`src/rtl/ghost_mover_if.sv`:
```
`default_nettype none
// ============================================================================
// Module     : ghost_mover_if
// Description: Request, board-read and result signals of the ghost motion stage.
// Revision   : 1.0
// ============================================================================
interface ghost_mover_if;
    logic       start;
    logic       frightened;
    logic [4:0] pac_x;
    logic [4:0] pac_y;
    logic [9:0] rd_addr;
    logic [3:0] rd_data;
    logic [4:0] cur_x;
    logic [4:0] cur_y;
    logic [4:0] old_x;
    logic [4:0] old_y;
    logic [1:0] dir;
    logic       busy;
    logic       done;

    modport master (
        output start, frightened, pac_x, pac_y, rd_data,
        input  rd_addr, cur_x, cur_y, old_x, old_y, dir, busy, done
    );

    modport slave (
        input  start, frightened, pac_x, pac_y, rd_data,
        output rd_addr, cur_x, cur_y, old_x, old_y, dir, busy, done
    );
endinterface
`default_nettype wire

```
`src/rtl/ghost_mover.sv`:
```
`default_nettype none
// ============================================================================
// Module     : ghost_mover
// Description: Probes the four board tiles around the ghost, then takes one
//              chase or random step, avoiding reversal when possible.
// Revision   : 1.0
// ============================================================================
module ghost_mover #(
    parameter int         START_X   = 13,
    parameter int         START_Y   = 11,
    parameter logic [3:0] WALL_CODE = 4'd1,
    parameter logic [15:0] SEED     = 16'hACE1
) (
    input  wire logic   clock,
    input  wire logic   reset,
    ghost_mover_if.slave bus
);

    localparam logic [2:0] S_IDLE   = 3'd0;
    localparam logic [2:0] S_P0     = 3'd1;
    localparam logic [2:0] S_P1     = 3'd2;
    localparam logic [2:0] S_P2     = 3'd3;
    localparam logic [2:0] S_P3     = 3'd4;
    localparam logic [2:0] S_DRAIN  = 3'd5;
    localparam logic [2:0] S_DECIDE = 3'd6;

    localparam logic [4:0] C_MAX_X = 5'd27;
    localparam logic [4:0] C_MAX_Y = 5'd30;

    logic [2:0]  r_state;
    logic [4:0]  r_cur_x;
    logic [4:0]  r_cur_y;
    logic [4:0]  r_old_x;
    logic [4:0]  r_old_y;
    logic [1:0]  r_dir;
    logic [9:0]  r_rd_addr;
    logic        r_done;
    logic [3:0]  r_open;
    logic [15:0] r_lfsr;

    logic [4:0]  w_nx [4];
    logic [4:0]  w_ny [4];
    logic [9:0]  w_addr [4];
    logic [5:0]  w_dist [4];
    logic [3:0]  w_blocked;
    logic        w_sample_open;
    logic [15:0] w_lfsr_next;
    logic [3:0]  w_rev_mask;
    logic [3:0]  w_fwd;
    logic [3:0]  w_cand;
    logic [1:0]  w_chase;
    logic [5:0]  w_best;
    logic        w_found;
    logic [1:0]  w_rnd;
    logic        w_rnd_found;
    logic [1:0]  w_idx;
    logic [1:0]  w_pick;

    // Neighbour order: 0 up, 1 left, 2 down, 3 right; columns wrap through the tunnel.
    always_comb begin
        w_nx[0] = r_cur_x;
        w_ny[0] = r_cur_y - 5'd1;
        w_nx[1] = (r_cur_x == 5'd0) ? C_MAX_X : r_cur_x - 5'd1;
        w_ny[1] = r_cur_y;
        w_nx[2] = r_cur_x;
        w_ny[2] = r_cur_y + 5'd1;
        w_nx[3] = (r_cur_x == C_MAX_X) ? 5'd0 : r_cur_x + 5'd1;
        w_ny[3] = r_cur_y;
        w_blocked = {1'b0, (r_cur_y == C_MAX_Y), 1'b0, (r_cur_y == 5'd0)};
    end

    genvar k;
    generate
        for (k = 0; k < 4; k++) begin : g_nbr
            logic [4:0] w_dx;
            logic [4:0] w_dy;
            assign w_addr[k] = w_blocked[k] ? 10'd0
                             : ({5'd0, w_ny[k]} * 10'd28) + {5'd0, w_nx[k]};
            assign w_dx = (w_nx[k] >= bus.pac_x) ? (w_nx[k] - bus.pac_x) : (bus.pac_x - w_nx[k]);
            assign w_dy = (w_ny[k] >= bus.pac_y) ? (w_ny[k] - bus.pac_y) : (bus.pac_y - w_ny[k]);
            assign w_dist[k] = {1'b0, w_dx} + {1'b0, w_dy};
        end
    endgenerate

    assign w_sample_open = (bus.rd_data != WALL_CODE);
    assign w_lfsr_next   = {r_lfsr[0] ^ r_lfsr[2] ^ r_lfsr[3] ^ r_lfsr[5], r_lfsr[15:1]};

    // Reversing is only allowed when it is the sole way out.
    assign w_rev_mask = 4'b0001 << (r_dir ^ 2'd2);
    assign w_fwd      = r_open & ~w_rev_mask;
    assign w_cand     = (w_fwd != 4'd0) ? w_fwd : r_open;

    always_comb begin
        w_chase = 2'd0;
        w_best  = 6'h3f;
        w_found = 1'b0;
        for (int i = 0; i < 4; i++) begin
            if (w_cand[i] && (!w_found || (w_dist[i] < w_best))) begin
                w_found = 1'b1;
                w_best  = w_dist[i];
                w_chase = 2'(i);
            end
        end
    end

    always_comb begin
        w_rnd       = 2'd0;
        w_rnd_found = 1'b0;
        w_idx       = 2'd0;
        for (int i = 0; i < 4; i++) begin
            w_idx = r_lfsr[1:0] + 2'(i);
            if (!w_rnd_found && w_cand[w_idx]) begin
                w_rnd_found = 1'b1;
                w_rnd       = w_idx;
            end
        end
    end

    assign w_pick = bus.frightened ? w_rnd : w_chase;

    always_ff @(posedge clock or posedge reset) begin
        if (reset) begin
            r_state   <= S_IDLE;
            r_cur_x   <= 5'(START_X);
            r_cur_y   <= 5'(START_Y);
            r_old_x   <= 5'(START_X);
            r_old_y   <= 5'(START_Y);
            r_dir     <= 2'd0;
            r_rd_addr <= 10'd0;
            r_done    <= 1'b0;
            r_open    <= 4'd0;
            r_lfsr    <= SEED;
        end else begin
            r_lfsr <= w_lfsr_next;
            r_done <= 1'b0;
            case (r_state)
                S_IDLE: begin
                    if (bus.start) begin
                        r_state   <= S_P0;
                        r_rd_addr <= w_addr[0];
                    end
                end
                S_P0: begin
                    r_state   <= S_P1;
                    r_rd_addr <= w_addr[1];
                end
                // Read data lags the address by one cycle: each state samples the previous probe.
                S_P1: begin
                    r_open[0] <= w_sample_open & ~w_blocked[0];
                    r_state   <= S_P2;
                    r_rd_addr <= w_addr[2];
                end
                S_P2: begin
                    r_open[1] <= w_sample_open & ~w_blocked[1];
                    r_state   <= S_P3;
                    r_rd_addr <= w_addr[3];
                end
                S_P3: begin
                    r_open[2] <= w_sample_open & ~w_blocked[2];
                    r_state   <= S_DRAIN;
                    r_rd_addr <= 10'd0;
                end
                S_DRAIN: begin
                    r_open[3] <= w_sample_open & ~w_blocked[3];
                    r_state   <= S_DECIDE;
                end
                S_DECIDE: begin
                    r_old_x <= r_cur_x;
                    r_old_y <= r_cur_y;
                    if (w_cand != 4'd0) begin
                        r_cur_x <= w_nx[w_pick];
                        r_cur_y <= w_ny[w_pick];
                        r_dir   <= w_pick;
                    end
                    r_done  <= 1'b1;
                    r_state <= S_IDLE;
                end
                default: begin
                    r_state <= S_IDLE;
                end
            endcase
        end
    end

    assign bus.rd_addr = r_rd_addr;
    assign bus.cur_x   = r_cur_x;
    assign bus.cur_y   = r_cur_y;
    assign bus.old_x   = r_old_x;
    assign bus.old_y   = r_old_y;
    assign bus.dir     = r_dir;
    assign bus.busy    = (r_state != S_IDLE);
    assign bus.done    = r_done;

endmodule
`default_nettype wire
```
`src/flat_wrapper.sv`:
```
// flat-port wrapper written by rule: the top's interface ports become plain ports
module ghost_mover_flat 
#(
    parameter int         START_X   = 13,
    parameter int         START_Y   = 11,
    parameter logic [3:0] WALL_CODE = 4'd1,
    parameter logic [15:0] SEED     = 16'hACE1
)
  (clock, reset, bus_start, bus_frightened, bus_pac_x, bus_pac_y, bus_rd_data, bus_rd_addr, bus_cur_x, bus_cur_y, bus_old_x, bus_old_y, bus_dir, bus_busy, bus_done);
  ghost_mover_if bus_i ();
  input  wire logic clock;
  input  wire logic reset;
  input wire logic [$bits(bus_i.start)-1:0] bus_start;
  input wire logic [$bits(bus_i.frightened)-1:0] bus_frightened;
  input wire logic [$bits(bus_i.pac_x)-1:0] bus_pac_x;
  input wire logic [$bits(bus_i.pac_y)-1:0] bus_pac_y;
  input wire logic [$bits(bus_i.rd_data)-1:0] bus_rd_data;
  output wire logic [$bits(bus_i.rd_addr)-1:0] bus_rd_addr;
  output wire logic [$bits(bus_i.cur_x)-1:0] bus_cur_x;
  output wire logic [$bits(bus_i.cur_y)-1:0] bus_cur_y;
  output wire logic [$bits(bus_i.old_x)-1:0] bus_old_x;
  output wire logic [$bits(bus_i.old_y)-1:0] bus_old_y;
  output wire logic [$bits(bus_i.dir)-1:0] bus_dir;
  output wire logic [$bits(bus_i.busy)-1:0] bus_busy;
  output wire logic [$bits(bus_i.done)-1:0] bus_done;
  assign bus_i.start = bus_start;
  assign bus_i.frightened = bus_frightened;
  assign bus_i.pac_x = bus_pac_x;
  assign bus_i.pac_y = bus_pac_y;
  assign bus_i.rd_data = bus_rd_data;
  assign bus_rd_addr = bus_i.rd_addr;
  assign bus_cur_x = bus_i.cur_x;
  assign bus_cur_y = bus_i.cur_y;
  assign bus_old_x = bus_i.old_x;
  assign bus_old_y = bus_i.old_y;
  assign bus_dir = bus_i.dir;
  assign bus_busy = bus_i.busy;
  assign bus_done = bus_i.done;
  ghost_mover #(.START_X(START_X), .START_Y(START_Y), .WALL_CODE(WALL_CODE), .SEED(SEED)) u_core (.clock(clock), .reset(reset), .bus(bus_i));
endmodule
```
`config.mk`:
```
export PLATFORM = sky130hd
export DESIGN_NAME = ghost_mover_flat
export DESIGN_NICKNAME = d
export VERILOG_FILES = /design/src/rtl/ghost_mover_if.sv /design/src/rtl/ghost_mover.sv /design/src/flat_wrapper.sv
export SDC_FILE = /design/constraint.sdc
export NUM_CORES = 1
export LEC_CHECK = 0
export BUFFER_PORTS_ARGS = -buffer_cell sky130_fd_sc_hd__buf_2
export CORE_MARGIN = 8
export CORE_UTILIZATION = 68
export DETAILED_ROUTE_END_ITERATION = 16
export GPL_TIMING_DRIVEN = 1
export MAX_ROUTING_LAYER = met4
export PLACE_DENSITY = 0.86
export SYNTH_ARGS = -nofsm -noshare
export SYNTH_HDL_FRONTEND = slang
export SYNTH_SLANG_ARGS = --single-unit
```
`constraint.sdc`:
```
create_clock -name clock -period 19.2 [get_ports clock]
set_input_delay 2.88 -clock clock [delete_from_list [all_inputs] [get_ports clock]]
set_output_delay 2.88 -clock clock [all_outputs]
set_load 0.05 [all_outputs]
```
# --- After elaboration in Yosys (flattened, before gate mapping) ---
# Index checks and enable logic that the tools add are counted.
totals:
  regBits: 56
  out_inout_bits: 34
  elab_cells: 150
  in_bits: 18
classes:
  n_reduce_logical: 24
  n_eq_ne: 10
  bitwise_logic: 11
  n_lt_le_gt_ge: 14
  n_shift: 1
  muxes: 47
  mul: 3
  addsub: 27
ops:
  columns: ["operator", "n"]
  rows:
  - ["two-way mux 5 bit", 12]
  - ["subtractor 5 bit", 12]
  - ["case mux 10 bit (5 select lines)", 1]
  - ["adder 10 x 5 -> 10 bit", 4]
  - ["greater-or-equal comparator 5 bit", 6]
  - ["two-way mux 10 bit", 3]
  - ["adder 5 x 5 -> 6 bit", 4]
  - ["multiplier 5 x 3 -> 8 bit (second input constant)", 3]
  - ["binary-select mux 5 bit (select 2 bit)", 2]
  - ["less-than comparator 6 bit", 3]
  - ["two-way mux 6 bit", 3]
  - ["case mux 3 bit (6 select lines)", 1]
  - ["two-way mux 2 bit", 7]
  - ["less-than comparator 2 x 3 -> 1 bit (second input constant)", 4]
  - ["two-way mux 1 bit", 12]
  - ["adder 5 x 1 -> 5 bit (second input constant)", 2]
  - ["equality test 5 bit (second input constant)", 2]
  - ["zero test 5 bit", 2]
  - ["subtractor 5 x 1 -> 5 bit (second input constant)", 2]
  - ["equality test 3 bit (second input constant)", 3]
  - ["binary-select mux 1 bit (select 2 bit)", 4]
  - ["nonzero test 4 bit", 2]
  - ["equality test 3 x 2 -> 1 bit (second input constant)", 2]
  - ["logical AND 1 bit", 6]
  - ["21 further kinds", 35]

# --- Logic depth before layout (Yosys ltp) ---
logic_depth:
  ltp_word: 24
  depth_mapped: 46
  depth_no_buf: 44

# --- Worst setup path after synthesis ---
# No wires, ideal clock.
synth_path:
  path_type: "in2reg"
  from: "input port bus_pac_y[1]"
  to: "register with a tool-made name"
  setup_ns: 0.143
  required_time_ns: 19.057
  slack_ns: 8.365
  n_path_buf: 2
  arrival_time_ns: 10.692
  path_stages: 41
  path_cell_list: "inv_1 > ha_1 > nor2b_1 > o21ai_0 > nand3b_1 > a21o_1 > a21o_1 > clkbuf_1 > mux2i_1 > xor2_1 > ha_1 > nor2b_1 > o21a_1 > o21a_1 > o21ai_0 > inv_1 > ha_1 > and4_1 > (+5 left out) > a21oi_1 > o21ai_0 > o21ai_0 > nor3_2 > nor3_1 > nor2_1 > a21oi_1 > ha_1 > a21o_1 > a21o_1 > a211oi_1 > o21a_1 > inv_1 > o211ai_2 > nand2_1 > buf_4 > mux2i_1 > o2111ai_1"
synth_lines:
  columns: ["element", "line_no", "rtl"]
  rows:
  - ["from (decl)", "flat_wrapper.sv:16", "input wire logic [$bits(bus_i.pac_y)-1:0] bus_pac_y;"]

==> results.txt <==
* Outcome: finished clean
- The worst setup path is of the in -> reg kind.
- Clock Latency Late Sink: 0.33 ns
- Layout-stage area growth over the synthesis result: 6.252%
- In this run, post-CTS repair resized a total of 0 instances.
- Required arrival time at the worst endpoint: 19.38 ns
- DR DRC count: 0
- In the final design database the tool counted 1066 nets.
- For this design, the slowest cell found on the critical path is sky130_fd_sc_hd__nor3_1.
* Post-Route Skew: 0.02124 ns
- The first detailed-routing pass took 5 iterations.
- Distinct cell type count after synthesis: 74
- Async SR Flop Fraction: 100.0%
- Net Count, Synth: 1025
- The worst setup path is launched from a primary input.
- The first routing iteration left 482 violations.
- Die extent in x: 121.5 µm
* Capturing element type of the critical path: register
- Largest cells by area after synthesis: sky130_fd_sc_hd__ha_1, sky130_fd_sc_hd__dfrtp_1, sky130_fd_sc_hd__fa_1
- WL final: 20.54 mm
- The setup check on the worst reg-to-reg path leaves a slack of 7.92 ns.
- The count of final max-slew check failures came to 0.
- Routability congestion estimate: 1.028
- Number of top-level pins: 52
- CTS placed an instance of sky130_fd_sc_hd__clkbuf_8 at the clock tree root.
- The number of setup buffers added after CTS is 0.
* Fraction of the cycle the final worst path needs: 62.29%
- With fillers left out, the area of the finished cells amounts to 8038 µm².
- After synthesis, flip-flops and latches occupy 18.86% of the total area.
- sky130_fd_sc_hd__ha_1 takes more of the synthesized area than any other cell.
- Setup violations remaining at the end of the flow were counted as 0.
* Cell occurring most often along the worst timing path: sky130_fd_sc_hd__ha_1
* Gate count after technology mapping: 850
* Max Buffers Root-to-Sink: 2
- Number of hold violations in the final report: 0
- After synthesis, the largest area contributor takes up 20.67% of total cell area.
- Entering global routing, the biggest net connects 57 pins.
- Layout cell share with drive strength beyond 1: 12.67%
- Mean cell area of the mapped netlist: 8.900 µm²
- After synthesis the netlist holds a flip-flop and latch count of 56.
- Cells fill 74.15% of the core in the end.
- The worst path needs 11.96 ns of the cycle, external delays included.
* Number of warning messages in the yosys log: 0
- Measured along the y axis, the die boundary spans 121.5 µm.
- The number of hold buffers added after CTS was 0.
- Post-DP HPWL: 16.57 mm
- Number of sinks on the clock net: 56
- Port buffering added 51 buffers.
- Netlist Area Pre-Place: 7565 µm²
- CTS H-tree depth: 2
* Number of antenna violations at the first check in global routing: 0
* Clock-pin slew of the registers on the worst-case setup and hold paths: 0.13 ns
* MaxCap Viol Count: 0
* Row count: 38
* Setup repair after global routing missed its margin: no
- The initial utilization of the core area, before any placement, comes to 69.78%.
* Placed instance area: 7921 µm²
* Global-route wire length before repair: 33.39 mm
* Ant. Diodes: 0
- Vias per std cell: 6.388
- Total clock buffers created by CTS: 5
- The detailed router placed 6592 vias in this run.
- After floorplanning, the core was sized to cover 10840 µm².
* Aggregate negative setup slack: 0 ns
- Most instantiated flip-flop cell in the synthesis netlist: sky130_fd_sc_hd__dfrtp_1
* Signal arrival time at the worst endpoint: 12.14 ns
- Highest net fanout along the worst path: 13
* Normalized max-slew margin: 40.80%
- For this run, the top clock speed supported by timing is 83.61 MHz.
* Number of enable flip-flop cells after synthesis: 0
- Global router's overall resource usage: 28.88%
* Clock tree from TritonCTS: yes
- The path class of the tightest hold or removal check is reg -> reg.
- Congestion Overflow GR: 0
- Number of global-route vias before repair: 6777
* Largest stage delay on the critical path: 0.73 ns
* Slew at the pin with the worst max-slew slack: 0.8756 ns
- DIE AREA: 14760 µm²
* Number of antenna-violating nets in the routed design: 0
- After detailed routing, the average wire length per cell comes to 19.90 µm.
[stage by stage]
stage	hold slack, ns	std cells	setup WS, ns
finish	0.3367	1032	7.240
global route	0.3460	1032	6.483
detailed placement	0.3379	1024	7.002
floorplan	0.3312	850	8.365
CTS	0.3389	1032	7.342
global placement	0.3353	1024	7.285
[final cells by class]
cell class | count | area (µm²)
sequential | 56 | 1426
timing repair buffer | 52 | 262.8
clock buffer | 5 | 68.82
multi-input combinational | 685 | 5715
clock inverter | 3 | 47.55
fill | 826 | 2803
inverter | 91 | 341.6
tap | 140 | 175.2
[routing by layer]
layer,GRT usage [%],share of wire [%],up-vias
met1,35.33,43,3166
met2,47.03,47,304
met4,14.03,4.0,0
met5,-,0,-
li1,-,-,3058
met3,2.745,5.8,64
[kinds of logic after synthesis]
| kind of cell | Yosys count | share of synthesized area, % |
|---|---|---|
| flops | 56 | 18.86 |
| simple gates | 190 | 13.00 |
| fa+ha+maj | 157 | 29.14 |
| buf+inv | 109 | 5.590 |
| xor+xnor | 68 | 7.873 |
| compound gates | 227 | 19.68 |
| mux | 43 | 5.855 |
[worst max-delay path: cells and delay by family]
kind / cells / cell delay, ns
XOR/XNOR: 2 / 0.55
multiplexers: 3 / 0.93
AO/OA/AOI/OAI: 20 / 4.41
adder cells (fa/ha/maj): 5 / 1.31
AND/OR/NAND/NOR: 5 / 1.58
buffers and inverters: 3 / 0.46
[worst paths after layout]
path | from | endpoint | cells after the start
worst min-delay path | u_core.r_lfsr[9] | u_core.r_lfsr[8] | 0
max in group asynchronous | reset | u_core.bus.rd_addr[8] | 3
worst min register to register | u_core.r_lfsr[9] | u_core.r_lfsr[8] | 0
min in group asynchronous | reset | u_core.r_lfsr[8] | 3
worst max-delay path | bus_pac_x[1] | register | 38
worst max register to register | u_core.bus.cur_y[0] | register | 41
[cell usage after synthesis, types with 4 or more instances]
library cell                 n
sky130_fd_sc_hd__a211oi_1    8
sky130_fd_sc_hd__a21o_1     27
sky130_fd_sc_hd__a21oi_1    66
sky130_fd_sc_hd__a221oi_1    4
sky130_fd_sc_hd__and3_1      4
sky130_fd_sc_hd__clkbuf_1   14
sky130_fd_sc_hd__dfrtp_1    36
sky130_fd_sc_hd__dfstp_2    20
sky130_fd_sc_hd__fa_1       32
sky130_fd_sc_hd__ha_1      125
sky130_fd_sc_hd__inv_1      90
sky130_fd_sc_hd__mux2_2     10
sky130_fd_sc_hd__mux2i_1    33
sky130_fd_sc_hd__nand2_1    52
sky130_fd_sc_hd__nand2b_1    6
sky130_fd_sc_hd__nand3_1    11
sky130_fd_sc_hd__nand3b_1    5
sky130_fd_sc_hd__nand4_1     4
sky130_fd_sc_hd__nor2_1     50
sky130_fd_sc_hd__nor2b_1    14
sky130_fd_sc_hd__nor3_1     11
sky130_fd_sc_hd__nor3b_1     6
sky130_fd_sc_hd__o211ai_1    5
sky130_fd_sc_hd__o21a_1      8
sky130_fd_sc_hd__o21ai_0    52
sky130_fd_sc_hd__o21ai_1     4
sky130_fd_sc_hd__o21bai_1   11
sky130_fd_sc_hd__o22ai_1     7
sky130_fd_sc_hd__o31ai_1     5
sky130_fd_sc_hd__or2_2       6
sky130_fd_sc_hd__xnor2_1    45
sky130_fd_sc_hd__xor2_1     23
[cells in the final DEF, fill, tap and decap left out, drive strengths merged, types with 4 or more instances in the layout]
master / netlist / layout
a211oi: 10 / 10
a21o: 27 / 27
a21oi: 66 / 66
a221oi: 4 / 4
and3: 4 / 4
buf: 4 / 52
clkbuf: 14 / 5
dfrtp: 36 / 36
dfstp: 20 / 20
fa: 32 / 32
ha: 125 / 125
inv: 90 / 90
mux2: 10 / 10
mux2i: 33 / 33
nand2: 52 / 52
nand2b: 8 / 8
nand3: 11 / 11
nand3b: 5 / 5
nand4: 4 / 4
nor2: 50 / 50
nor2b: 14 / 14
nor3: 14 / 14
nor3b: 6 / 6
o211ai: 6 / 6
o21a: 8 / 8
o21ai: 57 / 57
o21bai: 11 / 11
o22ai: 7 / 7
o31ai: 5 / 5
or2: 7 / 7
xnor2: 45 / 45
xor2: 23 / 23
Power is left out: the tool's default activity adds up to more than one toggle a clock period on the data nets, which glitch-free logic cannot reach.
